File: src/rtl/lfsr_rr_sched.sv
// rtl/lfsr_rr_sched.sv - two-requester round-robin scheduler for a shared 4-bit LFSR datapath
//
// Purpose:
//   Grants one of two requesters at a time. For each grant it applies the
//   requester's tap mode, reseeds the LFSR, streams N nibbles over a
//   valid/ready port and pulses done for the grantee.
//   FSM: IDLE -> SEED -> STREAM -> IDLE.
//
// Optional feature (macro LFSR_LOCKUP_CHK_EN):
//   Adds output lockup_cnt[3:0]. An all-zero LFSR state seen in STREAM is not
//   streamed; the LFSR is reseeded and the burst resumes with its count kept.
//
// Ports:
//   clk, rst_n            clock, asynchronous active-low reset
//   req[1:0]              request per requester, held until done or abandoned
//   req_mod0/1[2:0]       tap mode per requester
//   req_len0/1[3:0]       burst length per requester (0 = 16 words)
//   gnt[1:0]              one-hot grant, held for the whole burst
//   done[1:0]             one-cycle pulse after the grantee's last accepted word
//   lfsr_rst              active-high seed pulse to the LFSR
//   lfsr_mod[2:0]         tap mode to the LFSR
//   lfsr_step             advance the LFSR (valid & ready)
//   lfsr_q[3:0]           current LFSR state
//   rnd_valid/rnd_ready   stream handshake
//   rnd_data[3:0]         random nibble (= lfsr_q)
//   rnd_id                requester owning rnd_data
//   lockup_cnt[3:0]       saturating all-zero-state counter (LFSR_LOCKUP_CHK_EN only)

module lfsr_rr_sched #(
  parameter int NREQ  = 2,
  parameter int LEN_W = 4
) (
  input  logic              clk,
  input  logic              rst_n,
  input  logic [NREQ-1:0]   req,
  input  logic [2:0]        req_mod0,
  input  logic [2:0]        req_mod1,
  input  logic [LEN_W-1:0]  req_len0,
  input  logic [LEN_W-1:0]  req_len1,
  output logic [NREQ-1:0]   gnt,
  output logic [NREQ-1:0]   done,
  output logic              lfsr_rst,
  output logic [2:0]        lfsr_mod,
  output logic              lfsr_step,
  input  logic [3:0]        lfsr_q,
  output logic              rnd_valid,
  input  logic              rnd_ready,
  output logic [3:0]        rnd_data,
  output logic              rnd_id
`ifdef LFSR_LOCKUP_CHK_EN
  ,
  output logic [3:0]        lockup_cnt
`endif
);

  localparam logic [1:0] S_IDLE   = 2'd0;
  localparam logic [1:0] S_SEED   = 2'd1;
  localparam logic [1:0] S_STREAM = 2'd2;

  localparam logic [LEN_W:0] C_ONE = {{LEN_W{1'b0}}, 1'b1};

  logic [1:0]       r_state;
  logic [NREQ-1:0]  r_gnt;
  logic [NREQ-1:0]  r_done;
  logic [2:0]       r_mod;
  logic [LEN_W:0]   r_count;
  logic             r_id;
  logic             r_last;   // last requester served; reset to 1 so req0 wins the first tie

  logic [NREQ-1:0]  w_avail;
  logic             w_pick;
  logic [2:0]       w_sel_mod;
  logic [LEN_W-1:0] w_sel_len;
  logic [LEN_W:0]   w_sel_words;
  logic             w_stream;
  logic             w_owner_req;
  logic             w_lockup;
  logic             w_hs;
  logic             w_last;

  // A requester whose done is pulsing this cycle may still be holding req
  // while it reacts; masking it stops an immediate re-grant of the same burst.
  assign w_avail = req & ~r_done;

  always_comb begin
    w_pick = 1'b0;
    if (w_avail == 2'b11)
      w_pick = ~r_last;
    else if (w_avail[1] && !w_avail[0])
      w_pick = 1'b1;
  end

  assign w_sel_mod   = w_pick ? req_mod1 : req_mod0;
  assign w_sel_len   = w_pick ? req_len1 : req_len0;
  // Length 0 encodes 2**LEN_W words; the extra count bit avoids wrap.
  assign w_sel_words = (w_sel_len == '0) ? {1'b1, {LEN_W{1'b0}}} : {1'b0, w_sel_len};

  assign w_stream    = (r_state == S_STREAM);
  assign w_owner_req = req[r_id];

`ifdef LFSR_LOCKUP_CHK_EN
  assign w_lockup = w_stream & w_owner_req & (lfsr_q == 4'h0);
`else
  assign w_lockup = 1'b0;
`endif

  assign rnd_valid = w_stream & w_owner_req & ~w_lockup;
  assign w_hs      = rnd_valid & rnd_ready;
  assign w_last    = w_hs & (r_count == C_ONE);

  assign lfsr_step = w_hs;
  assign lfsr_rst  = (r_state == S_SEED);
  assign lfsr_mod  = r_mod;
  assign rnd_data  = lfsr_q;
  assign rnd_id    = r_id;
  assign gnt       = r_gnt;
  assign done      = r_done;

  always_ff @(posedge clk or negedge rst_n) begin
    if (!rst_n) begin
      r_state <= S_IDLE;
      r_gnt   <= '0;
      r_done  <= '0;
      r_mod   <= '0;
      r_count <= '0;
      r_id    <= 1'b0;
      r_last  <= 1'b1;
    end else begin
      r_done <= '0;
      case (r_state)
        S_IDLE: begin
          if (|w_avail) begin
            r_state <= S_SEED;
            r_gnt   <= {w_pick, ~w_pick};
            r_id    <= w_pick;
            r_mod   <= w_sel_mod;
            r_count <= w_sel_words;
          end
        end
        S_SEED: begin
          r_state <= S_STREAM;
        end
        S_STREAM: begin
          if (!w_owner_req) begin
            // Abandoned burst: release without done.
            r_state <= S_IDLE;
            r_gnt   <= '0;
            r_last  <= r_id;
          end else if (w_lockup) begin
            r_state <= S_SEED;
          end else if (w_hs) begin
            r_count <= r_count - C_ONE;
            if (w_last) begin
              r_state        <= S_IDLE;
              r_gnt          <= '0;
              r_done[r_id]   <= 1'b1;
              r_last         <= r_id;
            end
          end
        end
        default: r_state <= S_IDLE;
      endcase
    end
  end

`ifdef LFSR_LOCKUP_CHK_EN
  logic [3:0] r_lockup_cnt;

  always_ff @(posedge clk or negedge rst_n) begin
    if (!rst_n)
      r_lockup_cnt <= 4'h0;
    else if (w_lockup && r_lockup_cnt != 4'hF)
      r_lockup_cnt <= r_lockup_cnt + 4'h1;
  end

  assign lockup_cnt = r_lockup_cnt;
`endif

endmodule
File: config.mk
export PLATFORM = sky130hd
export DESIGN_NAME = lfsr_rr_sched
export DESIGN_NICKNAME = d
export VERILOG_FILES = /design/src/rtl/lfsr_rr_sched.sv
export SDC_FILE = /design/constraint.sdc
export NUM_CORES = 1
export LEC_CHECK = 0
export ABC_AREA = 1
export CAP_MARGIN = 20
export CORE_ASPECT_RATIO = 1.2
export CORE_UTILIZATION = 45
export DETAILED_ROUTE_END_ITERATION = 10
export PLACE_DENSITY = 0.93
export SETUP_SLACK_MARGIN = 0.02
export SYNTH_ARGS = -nofsm -noshare
export SYNTH_HDL_FRONTEND = slang
export SYNTH_SLANG_ARGS = --single-unit
export TNS_END_PERCENT = 50
File: constraint.sdc
create_clock -name clk -period 2 [get_ports clk]
set_input_delay 0.4 -clock clk [delete_from_list [all_inputs] [get_ports clk]]
set_output_delay 0.4 -clock clk [all_outputs]
set_load 0.005 [all_outputs]
* Word-level counts from Yosys, hierarchy flattened
Index checks and enable logic that the tools add are counted.
** Storage, ports and cells
- Register bits :: 16
- Bits of input ports :: 23
- Output and inout bits :: 15
** Cells by class
- $add $sub $neg :: 1
- Magnitude comparators :: 2
- Equal/unequal tests :: 11
- Mux-type cells :: 27
- Bitwise gates (word level) :: 7
- Reduce and logical (&&, ||, !) cells :: 12
** Operators by type and width (number)
- $mux W5 :: 4
- $mux W2 :: 9
- $pmux W5 S2 :: 1
- $mux W1 :: 8
- $ne A2 B1 Y1 const B :: 4
- $reduce_and A4 Y1 :: 2
- $ne A3 B2 Y1 const B :: 2
- $pmux W2 S3 :: 1
- $reduce_and A3 Y1 :: 2
- $eq A5 B1 Y1 const B :: 1
- $sub A5 B1 Y5 const B :: 1
- $eq A2 B2 Y1 const B :: 2
- $logic_not A4 Y1 :: 1
- $mux W4 :: 1
- $pmux W2 S2 :: 1
- $and A1 B1 Y1 :: 3
- $mux W3 :: 1
- $and A2 B2 Y2 :: 1
- $eq A2 B1 Y1 const B :: 1
- $logic_and A1 B1 Y1 :: 2
- $logic_not A2 Y1 :: 1
- $lt A1 B2 Y1 const B :: 1
- $ne A2 B2 Y1 const B :: 1
- $not A1 Y1 :: 2
- other kinds (7) :: 7

* Longest topological paths before layout
Gate-level depths: netlist (run 1).
- Word-level depth :: 11
- Mapped depth :: 9

* Worst setup path before layout (run 1)
Ideal clock, no wire load.
- Path kind :: register to output
- Start point :: register r_id, in the netlist rnd_id
- End point :: output port lfsr_step
- Arrival time :: 0.885 ns
- Required time :: 1.600 ns
- Slack :: 0.715 ns
- Cell stages (with the launch flop) :: 4
- Cells stage by stage :: dfrtp_1 > o21ai_2 > nand3_4 > clkinv_2
** On the way
- Longest elaborated chain between the ends :: 4
** RTL lines
- start: declaration :: RTL line 67 : logic r_id;
- start signal: assignment :: RTL line 135 : r_id <= w_pick;
- $mux W1 (not written as such) (2 in a row) :: RTL line 99 : assign w_owner_req = req[r_id];
- $and A1 B1 Y1 :: RTL line 107 : assign rnd_valid = w_stream & w_owner_req & ~w_lockup;
- $and A1 B1 Y1 :: RTL line 108 : assign w_hs = rnd_valid & rnd_ready;
- end: declaration :: RTL line 44 : output logic lfsr_step,
No other way between the ends. The select of a mux whose other input is x is not followed.

* Worst setup path after layout (run 1)
- Start point :: input port req[0]
- End point :: output port lfsr_step
** On the way
- Longest elaborated chain between the ends :: 4
** RTL lines
- start: declaration :: RTL line 35 : input logic [NREQ-1:0] req,
- $mux W1 (not written as such) (2 in a row) :: RTL line 99
- $and A1 B1 Y1 :: RTL line 107
- $and A1 B1 Y1 :: RTL line 108
No other way between the ends. The select of a mux whose other input is x is not followed.

==> impl_metrics.py, run 1 <==
metrics = {
    "pwr": {
        "power.leakage_nw": 0.691,
        "cellInternalPower_w": 0.00101,
        "clkPwrFrac_pct": 13.0,
        "p_total_w": 0.00172,
        "comb_power_share_pct": 54.1,
        "netSwitchingPower_w": 0.000712,
        "netSwitchingFraction_pct": 41.4,
        "vdd_drop_max_v": 0.000854,
        "pwr-share-seq_pct": 32.9,
        "power_per_cell_area_mw_per_mm2": 1230,
    },
    "drt": {
        "ant_nets": 0,
        "first_pass_iters": 5,
        "dr.first_iter.drc_count": 31,
        "wire_per_inst_um": 13.0,
        "drc": 0,
        "via_per_inst": 4.94,
        "vias": 963,
        "wirelength_um": 2530,
    },
    "cts": {
        "cts_made_buffers": 3,
        "path_clk_slew_ps": 110,
        "cts_sinks": 16,
        "cts_root_buf": "clkbuf_4",
        "cts_buffer_depth": 2,
        "htreeDepth": 1,
        "clkLatencyLatePin_ps": 290,
        "cts_tree": "yes",
    },
    "global_routing": {
        "grt_pass1_vias": 920,
        "antenna_found_initial": 0,
        "overflow": 0,
        "grt_max_degree": 17,
        "grt_pass1_wl_um": 4200,
        "grtUsageTotal_pct": 25.3,
    },
    "critical_path": {
        "critPathArrivalTime_ps": 1520,
        "crit_slowest_cell": "clkdlybuf4s50_1",
        "criticalPathCategory": "input port to output port",
        "worst_setup_path_end_kind": "output port",
        "cp-start-kind": "input port",
        "crit_required_ps": 1600,
        "cp_max_fo": 3,
        "cp_slowest_stage_delay_ps": 500,
        "crit_chain": "clkdlybuf4s50_1 > inv_2 > o21ai_4 > nand3_4 > clkinv_2 > dlygate4sd2_1",
    },
    "floorplan": {
        "dieArea_mm2": 0.00237,
        "start_util_pct": 47.9,
        "fp-row-count": 18,
        "core_area_mm2": 0.00205,
        "die_h_um": 53.2,
        "die_w_um": 44.7,
        "io_pins": 38,
    },
    "placed_design": {
        "dp_cells": 190,
        "numPortBuffers": 29,
        "place_area_mm2": 0.00135,
        "gp_congestion": 0.811,
        "dp.final_hpwl_um": 1900,
    },
    "sta": {
        "finalHoldViolCount": 0,
        "setup_viol": 0,
        "max_slew_margin_pct": 79.8,
        "fmax_ghz": 0.520,
        "slew_violations": 0,
        "post-route-period-util_pct": 96.2,
        "post-route-min-period_ps": 1920,
        "skew_ps": 8.15,
        "fin_tns_setup_ps": 0,
        "worst_pin_slew_ps": 300,
        "rsz0062_at_grt": "yes",
    },
    "finish": {
        "fin_area_mm2": 0.00140,
        "diodes": 0,
        "final_util_pct": 68.1,
        "syn_to_final_growth_pct": 42.2,
        "nNetsFinal": 191,
        "stdcell_count": 195,
        "drive_above_1_share_pct": 22.4,
    },
    "logic_synthesis": {
        "syn_nets": 151,
        "ys_seq_area_share_pct": 40.9,
        "ys_ff_latch": 16,
        "postSynthCellCount": 126,
        "syn_area_per_cell_um2": 7.80,
        "syn_area_um2": 982,
        "synth_cell_type_count": 27,
        "yosysWarnings": 0,
    },
    "run_status": {
        "status": "completed",
    },
    "flow_run": {
        "drv_cap": 0,
    },
    "hold_path": {
        "hold_class": "input port to asynchronous set/reset pin",
    },
}
-- power by group through the flow --
stage | clock [W] | combinational (W) | sequential (W)
2_1_floorplan | 0 | 0.000557 | 0.000564
4_1_cts | 0.000227 | 0.000919 | 0.000565
6_report | 0.000223 | 0.000930 | 0.000566
5_1_grt | 0.000240 | 0.00104 | 0.000577
3_5_place_dp | 0 | 0.000910 | 0.000567
3_3_place_gp | 0 | 0.000872 | 0.000561
-- synth_stat cells, drive strengths merged --
cell    instances  area (µm²)
a21boi          1        7.51
a21oi           2        10.0
buf             4        30.0
clkinv          1        5.00
dfrtp          15         375
dfstp           1        26.3
ha              2        25.0
inv            17        63.8
nand2          39         174
nand3          18         108
nor2           11        56.3
nor3            2        15.0
nor4            1        12.5
o211ai          1        7.51
o21ai           7        38.8
o22ai           2        12.5
or2             1        6.26
xnor2           1        8.76
-- flip-flops by register name, summed over array words and instances (netlist names) --
register	cells
r_count	5
done	2
lfsr_mod	3
gnt	2
rnd_id	1
r_state	2
r_last	1
-- per-stage QoR --
| step | hold WS, ps | setup slack (ps) |
|---|---|---|
| CTS | 463 | 72.1 |
| floorplan | 104 | 715 |
| global placement | 450 | -188 |
| global route | 475 | 1.68 |
| detailed placement | 450 | -219 |
| finish | 453 | 75.9 |
-- area by class of cell --
type | count | area (µm²)
clock buffer | 4 | 36.3
sequential | 16 | 402
inverter | 18 | 68.8
timing repair buffer | 39 | 363
tap | 30 | 37.5
fill | 165 | 653
multi-input combinational | 88 | 489
-- routing by layer --
layer	track usage (%)	vias up	wire length, µm
met1	28.0	430	978
met2	43.9	43	1270
met4	14.1	0	108
li1	-	478	-
met5	0	-	0
met3	5.80	12	169
-- worst paths after layout --
check | slack (ps) | from | cells past startpoint | endpoint
max | 80 | req[0] | 6 | lfsr_step
min | 450 | rst_n | 2 | gnt[1]
max reg2reg | 530 | r_last | 6 | lfsr_mod[2]
min reg2reg | 470 | r_last | 2 | r_last
max in group asynchronous | 1300 | rst_n | 2 | r_last
min in group clk | 470 | r_last | 2 | r_last
-- kinds of logic (layout without fill, tap and decap cells) --
family	count (synthesis)	after routing	synth area share, %
compound gates	13	13	7.77
buf+inv	22	61	10.1
flops	16	16	40.9
simple gates	72	72	37.8
fa+ha+maj	2	2	2.55
xor+xnor	1	1	0.892
-- layout by cell type, fill, tap and decap left out, types with 2 or more instances in the layout --
| master | netlist | layout |
|---|---|---|
| nand2_1 | 32 | 32 |
| dfrtp_1 | 15 | 15 |
| nand2_4 | 2 | 2 |
| clkdlybuf4s50_1 | 0 | 27 |
| ha_1 | 2 | 2 |
| inv_1 | 13 | 11 |
| nor2_4 | 2 | 2 |
| buf_4 | 4 | 10 |
| a21oi_1 | 2 | 2 |
| nand3_1 | 16 | 16 |
| inv_2 | 4 | 6 |
| nor2_1 | 9 | 9 |
| o21ai_1 | 5 | 5 |
| dlygate4sd2_1 | 0 | 2 |
| nand2_2 | 5 | 5 |
| o22ai_1 | 2 | 2 |
| clkbuf_4 | 0 | 3 |
-- critical path, delay by kind of cell --
| family | cells | cell delay [ps] |
|---|---|---|
| buffers and inverters | 4 | 850 |
| AOI/OAI and AO/OA | 1 | 190 |
| and+or+nand+nor | 1 | 90 |
-- repair_timing --
action                                 4_1_cts  5_1_grt
endpoints found under the hold margin        0        0
hold buffers                                 0        0
gates resized for setup                      3        2
setup buffers                                0        1
setup endpoints to repair                    2        2
pin swaps                                    0        1
Power figures use the tool's default switching activity.
==> run 2, diff against run 1 <==
--- a/config.mk
+++ b/config.mk
@@ -8,9 +8,10 @@
 export ABC_AREA = 1
 export CAP_MARGIN = 20
 export CORE_ASPECT_RATIO = 1.2
-export CORE_UTILIZATION = 45
+export CORE_UTILIZATION = 59
 export DETAILED_ROUTE_END_ITERATION = 10
-export PLACE_DENSITY = 0.93
+export DONT_BUFFER_PORTS = 1
+export PLACE_DENSITY = 0.86
 export SETUP_SLACK_MARGIN = 0.02
 export SYNTH_ARGS = -nofsm -noshare
 export SYNTH_HDL_FRONTEND = slang
==> constraint.sdc (replaced) <==
create_clock -name clk -period 1.79 [get_ports clk]
set_input_delay 0.358 -clock clk [delete_from_list [all_inputs] [get_ports clk]]
set_output_delay 0.358 -clock clk [all_outputs]
set_load 0.005 [all_outputs]
==> run 2 against run 1 <==
Worst hold slack worse by 250 ps. Register-to-register slack worse by 170 ps. Non-clock buffer count is 38 lower. Die area is 23% lower. Sequential cell count stayed put. Cell count is 26% lower. Total power is 7.7% lower. Sequential power is 15% higher. Setup slack better by 68 ps. Combinational power is 21% lower. Highest routed layer unchanged.
==> impl_metrics.py, run 2 (same netlist as run 1, synthesis figures left out) <==
metrics = {
    "run_status": {
        "status": "completed",
    },
    "sta": {
        "rsz0062_at_grt": "no",
        "slew_violations": 0,
        "setup_viol": 0,
        "skew_ps": 5.81,
        "fmax_ghz": 0.608,
        "finalHoldViolCount": 0,
        "post-route-min-period_ps": 1650,
        "post-route-period-util_pct": 91.9,
        "fin_tns_setup_ps": 0,
        "max_slew_margin_pct": 52.8,
        "worst_pin_slew_ps": 706,
        "hold_slack_ps": 205,
        "layout_setup_ws_ps": 144,
    },
    "global_routing": {
        "antenna_found_initial": 0,
        "grt_pass1_vias": 675,
        "grtUsageTotal_pct": 22.7,
        "overflow": 0,
        "grt_pass1_wl_um": 2750,
        "grt_max_degree": 17,
    },
    "floorplan": {
        "die_w_um": 39.2,
        "io_pins": 38,
        "die_h_um": 46.7,
        "core_area_mm2": 0.00150,
        "start_util_pct": 65.4,
        "dieArea_mm2": 0.00183,
        "fp-row-count": 15,
    },
    "critical_path": {
        "crit_slowest_cell": "dfrtp_1",
        "r2r-end": "gnt[0]",
        "r2r-start": "rnd_id",
        "critPathArrivalTime_ps": 1290,
        "worst_setup_path_end_kind": "output port",
        "cp-start-kind": "register",
        "r2r_setup_slack_ps": 360,
        "cp_max_fo": 6,
        "cp_slowest_stage_delay_ps": 490,
        "criticalPathCategory": "register to output port",
        "startpoint": "rnd_id",
        "reg2regPathDepth": 8,
        "crit_chain": "o21ai_2 > nand3_4 > clkinv_2",
        "crit_end": "lfsr_step",
        "crit_required_ps": 1430,
    },
    "pwr": {
        "vdd_drop_max_v": 0.000916,
        "power_per_cell_area_mw_per_mm2": 1570,
        "p_total_w": 0.00159,
        "power.leakage_nw": 0.524,
    },
    "placed_design": {
        "gp_congestion": 0.770,
        "numPortBuffers": 0,
        "dp_cells": 139,
        "dp_slack_ps": 380,
        "dp.final_hpwl_um": 1420,
    },
    "finish": {
        "diodes": 0,
        "multiInputGateArea_um2": 482,
        "drive_above_1_share_pct": 18.9,
        "n_fill_cell": 132,
        "syn_to_final_growth_pct": 2.80,
        "seq_area_um2": 402,
        "final_common_cell": "nand2_1",
        "nNetsFinal": 153,
        "largest_register_ff_count": 5,
        "regMostFlops": "r_count",
        "layout_common_cells": "nand2_1 (32), nand3_1 (16), dfrtp_1 (15)",
        "stdcell_count": 144,
    },
    "cts": {
        "cts_sinks": 16,
        "cts_buffer_depth": 2,
        "path_clk_slew_ps": 90,
        "clkLatencyLatePin_ps": 280,
        "cts_made_buffers": 3,
        "cts_setup_buffers": 0,
        "postCtsResizedCells": 0,
        "cts_root_buf": "clkbuf_4",
        "htreeDepth": 1,
        "cts_hold_buffers": 1,
        "cts_tree": "yes",
    },
    "drt": {
        "first_pass_iters": 4,
        "drc": 0,
        "vias": 781,
        "wire_per_inst_um": 12.6,
        "dr.first_iter.drc_count": 14,
        "ant_nets": 0,
        "wirelength_um": 1820,
        "via_per_inst": 5.42,
    },
    "flow_run": {
        "drv_cap": 0,
    },
    "hold_path": {
        "hold_class": "input port to register",
        "min_from": "req[1]",
        "hold_path_depth": 2,
    },
}
[run 2: changes by cell type in the layout (fill, tap and decap cells not counted), moves of 2 or more]
| cell | previous run | this run |
|---|---|---|
| buf_4 | 10 | 0 |
| dlygate4sd2_1 | 2 | 0 |
| clkdlybuf4s50_1 | 27 | 0 |
| inv_1 | 11 | 13 |
| inv_2 | 6 | 4 |
[run 2: power by group]
part,switching (W),internal [W]
registers,0.000129,0.000523
logic,0.000473,0.000264
clock network,0.000111,0.0000865
total,0.000714,0.000873
[run 2: layout make-up]
class | count | area share (%)
multi-input cells | 88 | 47.7
flip-flops and latches | 16 | 39.8
inverters | 18 | 6.82
repair buffers | 1 | 0.991
clock buffers | 4 | 2.60
well taps | 17 | 2.11
[run 2: worst max-delay path: cells and delay by family (launching register included)]
kind                   cells  cell delay [ps]
AOI/OAI and AO/OA          1              280
buffers and inverters      1              100
DFF                        1              490
and+or+nand+nor            1              130
[run 2: worst min-delay path by stage]
stage                  end
6_report           done[1]
5_1_grt        lfsr_mod[0]
4_1_cts            done[1]
3_5_place_dp        gnt[1]
3_3_place_gp        gnt[1]
2_1_floorplan      done[0]
[run 2: stage by stage]
step	utilization, %	area [µm²]
after floorplan	-	982
after global placement	64.8	973
after detailed placement	64.8	973
after CTS	67.3	1010
after global routing	67.3	1010
final	67.3	1010
[run 2: metal layers]
layer  GRT usage, %  wire, µm
met1           27.2       725
met2           39.0       917
met3           3.86       149
met4           10.3        25
met5              0         0
==> patch 1: new RTL, settings of run 2 <==
Build with the macro `LFSR_LOCKUP_CHK_EN` defined.
--- a/src/rtl/lfsr_rr_sched.sv
+++ b/src/rtl/lfsr_rr_sched.sv
@@ -27,2 +27,4 @@
 //   lockup_cnt[3:0]       saturating all-zero-state counter (LFSR_LOCKUP_CHK_EN only)
+
+`define LFSR_LOCKUP_CHK_EN
 
Formal check against the unedited RTL (old outputs only; new: lockup_cnt): not equivalent (Yosys sat finds a counterexample within 4 cycles, from zero or initial values and one cycle with rst_n low).
==> patch 1 against run 2 <==
  * Die area increased by 29%
  * Setup slack got worse by 43 ps
  * Power rose by 29%
  * Final area grew 32%
  * Wire length rose by 32%
  * Sequential cell count increased by 4
  * Clock skew up 5.3 ps
  * Count of clock-buffer cells in the layout down 1
  * Synthesized area up 30%
  * Hold slack lost 2.0 ps
==> patch 1: results (changes against run 2) <==
INFO  metric grt.met2_usage = 0.426 (+0.0365)
INFO  metric placed_cells_incl_taps = 192 (+38%)
INFO  metric swShare = 0.426 (-0.0236)
INFO  metric nets = 194 (+27%)
INFO  metric status = finished clean
INFO  metric globalplace.congestion = 0.787 (+2.2%)
INFO  metric pg_comb = 878 µW (+19%)
INFO  metric met1_usage_in_global_routing = 0.257 (-0.0148)
INFO  metric clock_latency = 320 ps (+40 ps)
INFO  metric grt_pass1_vias = 986 (+46%)
INFO  metric cts_hold_buf = 1 (unchanged)
INFO  metric synth-compound-area-share = 0.105 (+0.0271)
INFO  metric seq_area_frac_synth = 0.393 (-0.0162)
INFO  metric first_pass_grt_wire_length = 3980 µm (+45%)
INFO  metric track_usage = 0.235 (+0.00846)
INFO  metric synth-xor-area-share = 0.0274 (+0.0185)
INFO  metric route.detailed.vias_per_inst = 5.21 (-4.0%)
INFO  metric fillers = 179 (+36%)
INFO  metric met3_length = 112 µm (-25%)
INFO  metric standby_leakage_power = 0.000677 µW (+29%)
INFO  metric crit_fanout = 5 (-1)
INFO  metric cts.reportedPaths.clkPinSlew = 120 ps (+30 ps)
INFO  metric htree_levels = 1 (unchanged)
INFO  metric post_cts_resize_count = 0 (unchanged)
INFO  metric drt-initial-drc-count = 16 (+2)
INFO  metric clock-skew-final = 11.1 ps (+5.31 ps)
INFO  metric clock_net_power = 380 µW (+93%)
INFO  metric pin_count_of_the_biggest_net_entering_global_routing = 21 (+4)
INFO  metric share_of_post_route_cells_with_drive_strength_above_1 = 0.162 (-0.0273)
INFO  metric synth_adder_area_share = 0.0294 (+0.00391)
INFO  metric worst_pin_slew = 901 ps (+195 ps)
INFO  metric synth.avg_cell_area = 7.65 µm² (-1.9%)
INFO  metric worstPathArrival = 1330 ps (+40 ps)
INFO  metric max-vdd-ir-drop = 0.00113 V (+23%)
INFO  metric max_stage_delay = 460 ps (-30 ps)
INFO  metric yosys-top-cells-count = nand2_1, inv_1, dfrtp_1
INFO  metric power.density = 1530 nW/µm² (-2.6%)
INFO  metric count_of_unique_library_cells_instantiated_by_yosys = 28 (+3.7%)
[patch 1: final cells by class]
class,count,share of cell area
multi-input cells,115,0.470
clock inverters,1,0.0225
repair buffers,1,0.00749
well taps,30,0.0281
clock buffers,3,0.0169
inverters,27,0.0796
flip-flops and latches,20,0.375
[patch 1: final timing paths]
check / startpoint / cells past startpoint / slack [ps] / end
hold / removal: req_mod0[2] / 2 / 200 / lfsr_mod[2]
max in group asynchronous: rst_n / 1 / 640 / r_state[0]
setup reg to reg: r_last / 8 / 360 / r_count[4]
setup / recovery: rnd_id / 5 / 100 / rnd_valid
min in group asynchronous: rst_n / 1 / 590 / r_state[1]
hold reg to reg: r_last / 2 / 510 / r_last
[patch 1: stage by stage]
| stage | power [µW] | worst slack [ps] | hold slack, ps |
|---|---|---|---|
| finish | 2050 | 101 | 203 |
| global route | 2210 | 23.1 | 200 |
| CTS | 2060 | 108 | 203 |
| detailed placement | 1660 | 385 | 62.8 |
| global placement | 1620 | 415 | 62.9 |
| floorplan | 1500 | 546 | 62.4 |
==> patch 2: new RTL, settings of run 2 <==
Without the edit above. The parameter `LEN_W` goes from 4 to 8.
--- a/src/rtl/lfsr_rr_sched.sv
+++ b/src/rtl/lfsr_rr_sched.sv
@@ -30,3 +30,3 @@
   parameter int NREQ  = 2,
-  parameter int LEN_W = 4
+  parameter int LEN_W = 8
 ) (
Interface: changed (resized req_len0 and req_len1); port bits go from 38 to 46. The function was not compared with the original's and may differ.
==> patch 2 against run 2 <==
  * Setup slack better by 4.1 ps
  * Sequential power grew 28%
  * Wire length rose by 61%
  * Global-route usage up 5.2 points
  * Sequential cell count rose by 4
  * Power is 41% higher
  * Clock skew hardly changed
  * Combinational power increased by 40%
  * Register-to-register slack lost 140 ps
  * Hold slack improved by 17 ps
  * Via count grew 48%
  * Synthesized area up 35%
  * Final area is 36% higher
  * Critical path type unchanged
  * Largest power group unchanged
==> patch 2: results (changes against run 2) <==
INFO  metric status = finished clean
INFO  metric seq_area_frac_synth = 0.379 (-0.0303)
INFO  metric clock_latency = 320 ps (+40 ps)
INFO  metric share_of_post_route_cells_with_drive_strength_above_1 = 0.148 (-0.0412)
INFO  metric dp_hpwl = 2280 µm (+61%)
INFO  metric timing.rr.start = r_last
INFO  metric worst_pin_slew = 901 ps (+195 ps)
INFO  metric standby_leakage_power = 0.000668 µW (+27%)
INFO  metric timing.hold.worst_path_depth = 2 (unchanged)
INFO  metric met3_length = 223 µm (+50%)
INFO  metric globalplace.congestion = 0.826 (+7.2%)
INFO  metric clock-skew-final = 5.97 ps (+0.162 ps)
INFO  metric grt_pass1_vias = 1084 (+61%)
INFO  metric count_of_unique_library_cells_instantiated_by_yosys = 30 (+11%)
INFO  metric tritoncts.num_buffers = 3 (unchanged)
INFO  metric largest-register = r_count
INFO  metric setup.reg_to_reg.worst_slack = 220 ps (-140 ps)
INFO  metric antenna_cells = 0 (unchanged)
INFO  metric cts_max_path_buffers = 2 (unchanged)
INFO  metric leading_cell_types_by_total_area_after_synthesis = dfrtp_1, nand2_1, o21ai_0, inv_1, nor2_1
INFO  metric worstPathArrival = about 1300 ps
INFO  metric totalWireLength = 2930 µm (+61%)
INFO  metric detail_route.wirelength.met1 = 1230 µm (+69%)
INFO  metric timing.rr.end = r_count[8]
INFO  metric first_pass_grt_wire_length = 4810 µm (+75%)
INFO  metric track_usage = 0.279 (+0.0524)
INFO  metric max_stage_delay = 440 ps (-50 ps)
INFO  metric crit_fanout = 3 (-3)
INFO  metric drt_pass1_iterations = 4 (unchanged)
INFO  metric largest_register_ffs = 9 (+4)
INFO  metric mappedNetlistNets = 210 (+39%)
INFO  metric cts.reportedPaths.clkPinSlew = 120 ps (+30 ps)
INFO  metric postPlaceCellArea = 1310 µm² (+35%)
INFO  metric pin_count_of_the_biggest_net_entering_global_routing = 21 (+4)
INFO  metric max-vdd-ir-drop = 0.000869 V (-5.2%)
INFO  metric worst_hold_startpoint = req[0]
INFO  metric drt-initial-drc-count = 52 (+38)
INFO  metric route.detailed.vias_per_inst = 5.61 (+3.4%)
INFO  metric hold_critical_path_endpoint = done[0]
INFO  metric yosys-top-cells-count = nand2_1, inv_1, o21ai_0
INFO  metric detailroute.wirelength.met2 = 1430 µm (+55%)
patch 2: power by group:
group | switching, µW | internal, µW
Combinational | 683 | 343
Clock | 151 | 227
Sequential | 171 | 662
Total | 1010 | 1230
patch 2: timing repair:
item	CTS	global route
endpoints found under the setup margin	0	1
gates resized for setup	0	2
buffers inserted	0	0
hold buffers	1	0
hold endpoints to repair	20	0
patch 2: how the worst max path moves through the flow:
stage	from	to	slack, ps
2_1_floorplan	r_last	r_count[8]	470
3_3_place_gp	r_last	r_count[8]	330
3_5_place_dp	r_last	r_count[8]	240
4_1_cts	rnd_id	lfsr_step	80
5_1_grt	rnd_id	lfsr_step	40
6_report	rnd_id	lfsr_step	150
patch 2: worst max-delay path, delay by kind of cell (launching register included):
family                 cells  cell delay, ps
buffers and inverters      2             160
AND/OR/NAND/NOR            2             170
flip-flops                 1             440
AO/OA/AOI/OAI              1             200
patch 2: metrics by stage:
stage          setup WS, ps  utilization  hold WS (ps)  instances
6_report                148        0.657           222        206
5_1_grt                35.9        0.657           205        206
4_1_cts                83.5        0.655           223        206
3_5_place_dp            243        0.625          62.8        201
3_3_place_gp            335        0.625          62.8        201
2_1_floorplan           473            -          62.4        177
patch 2: per-layer routing:
metal | up-vias | track usage
met5 | - | 0
met4 | 0 | 0.146
met3 | 5 | 0.0470
met2 | 64 | 0.449
met1 | 519 | 0.357
li1 | 567 | -
patch 2: area by class of cell:
cell class	count	area (µm²)
fill	180	719
multi-input combinational	127	679
sequential	20	502
inverter	23	86.3
tap	30	37.5
clock inverter	1	30.0
clock buffer	3	22.5
timing repair buffer	2	17.5
patch 2: kinds of logic after synthesis:
logic type / after synthesis / synth area share
AO/OA/AOI/OAI: 30 / 0.132
adder cells (fa/ha/maj): 2 / 0.0189
AND/OR/NAND/NOR: 93 / 0.347
XOR/XNOR: 2 / 0.0132
buffers and inverters: 30 / 0.110
flip-flops: 20 / 0.379
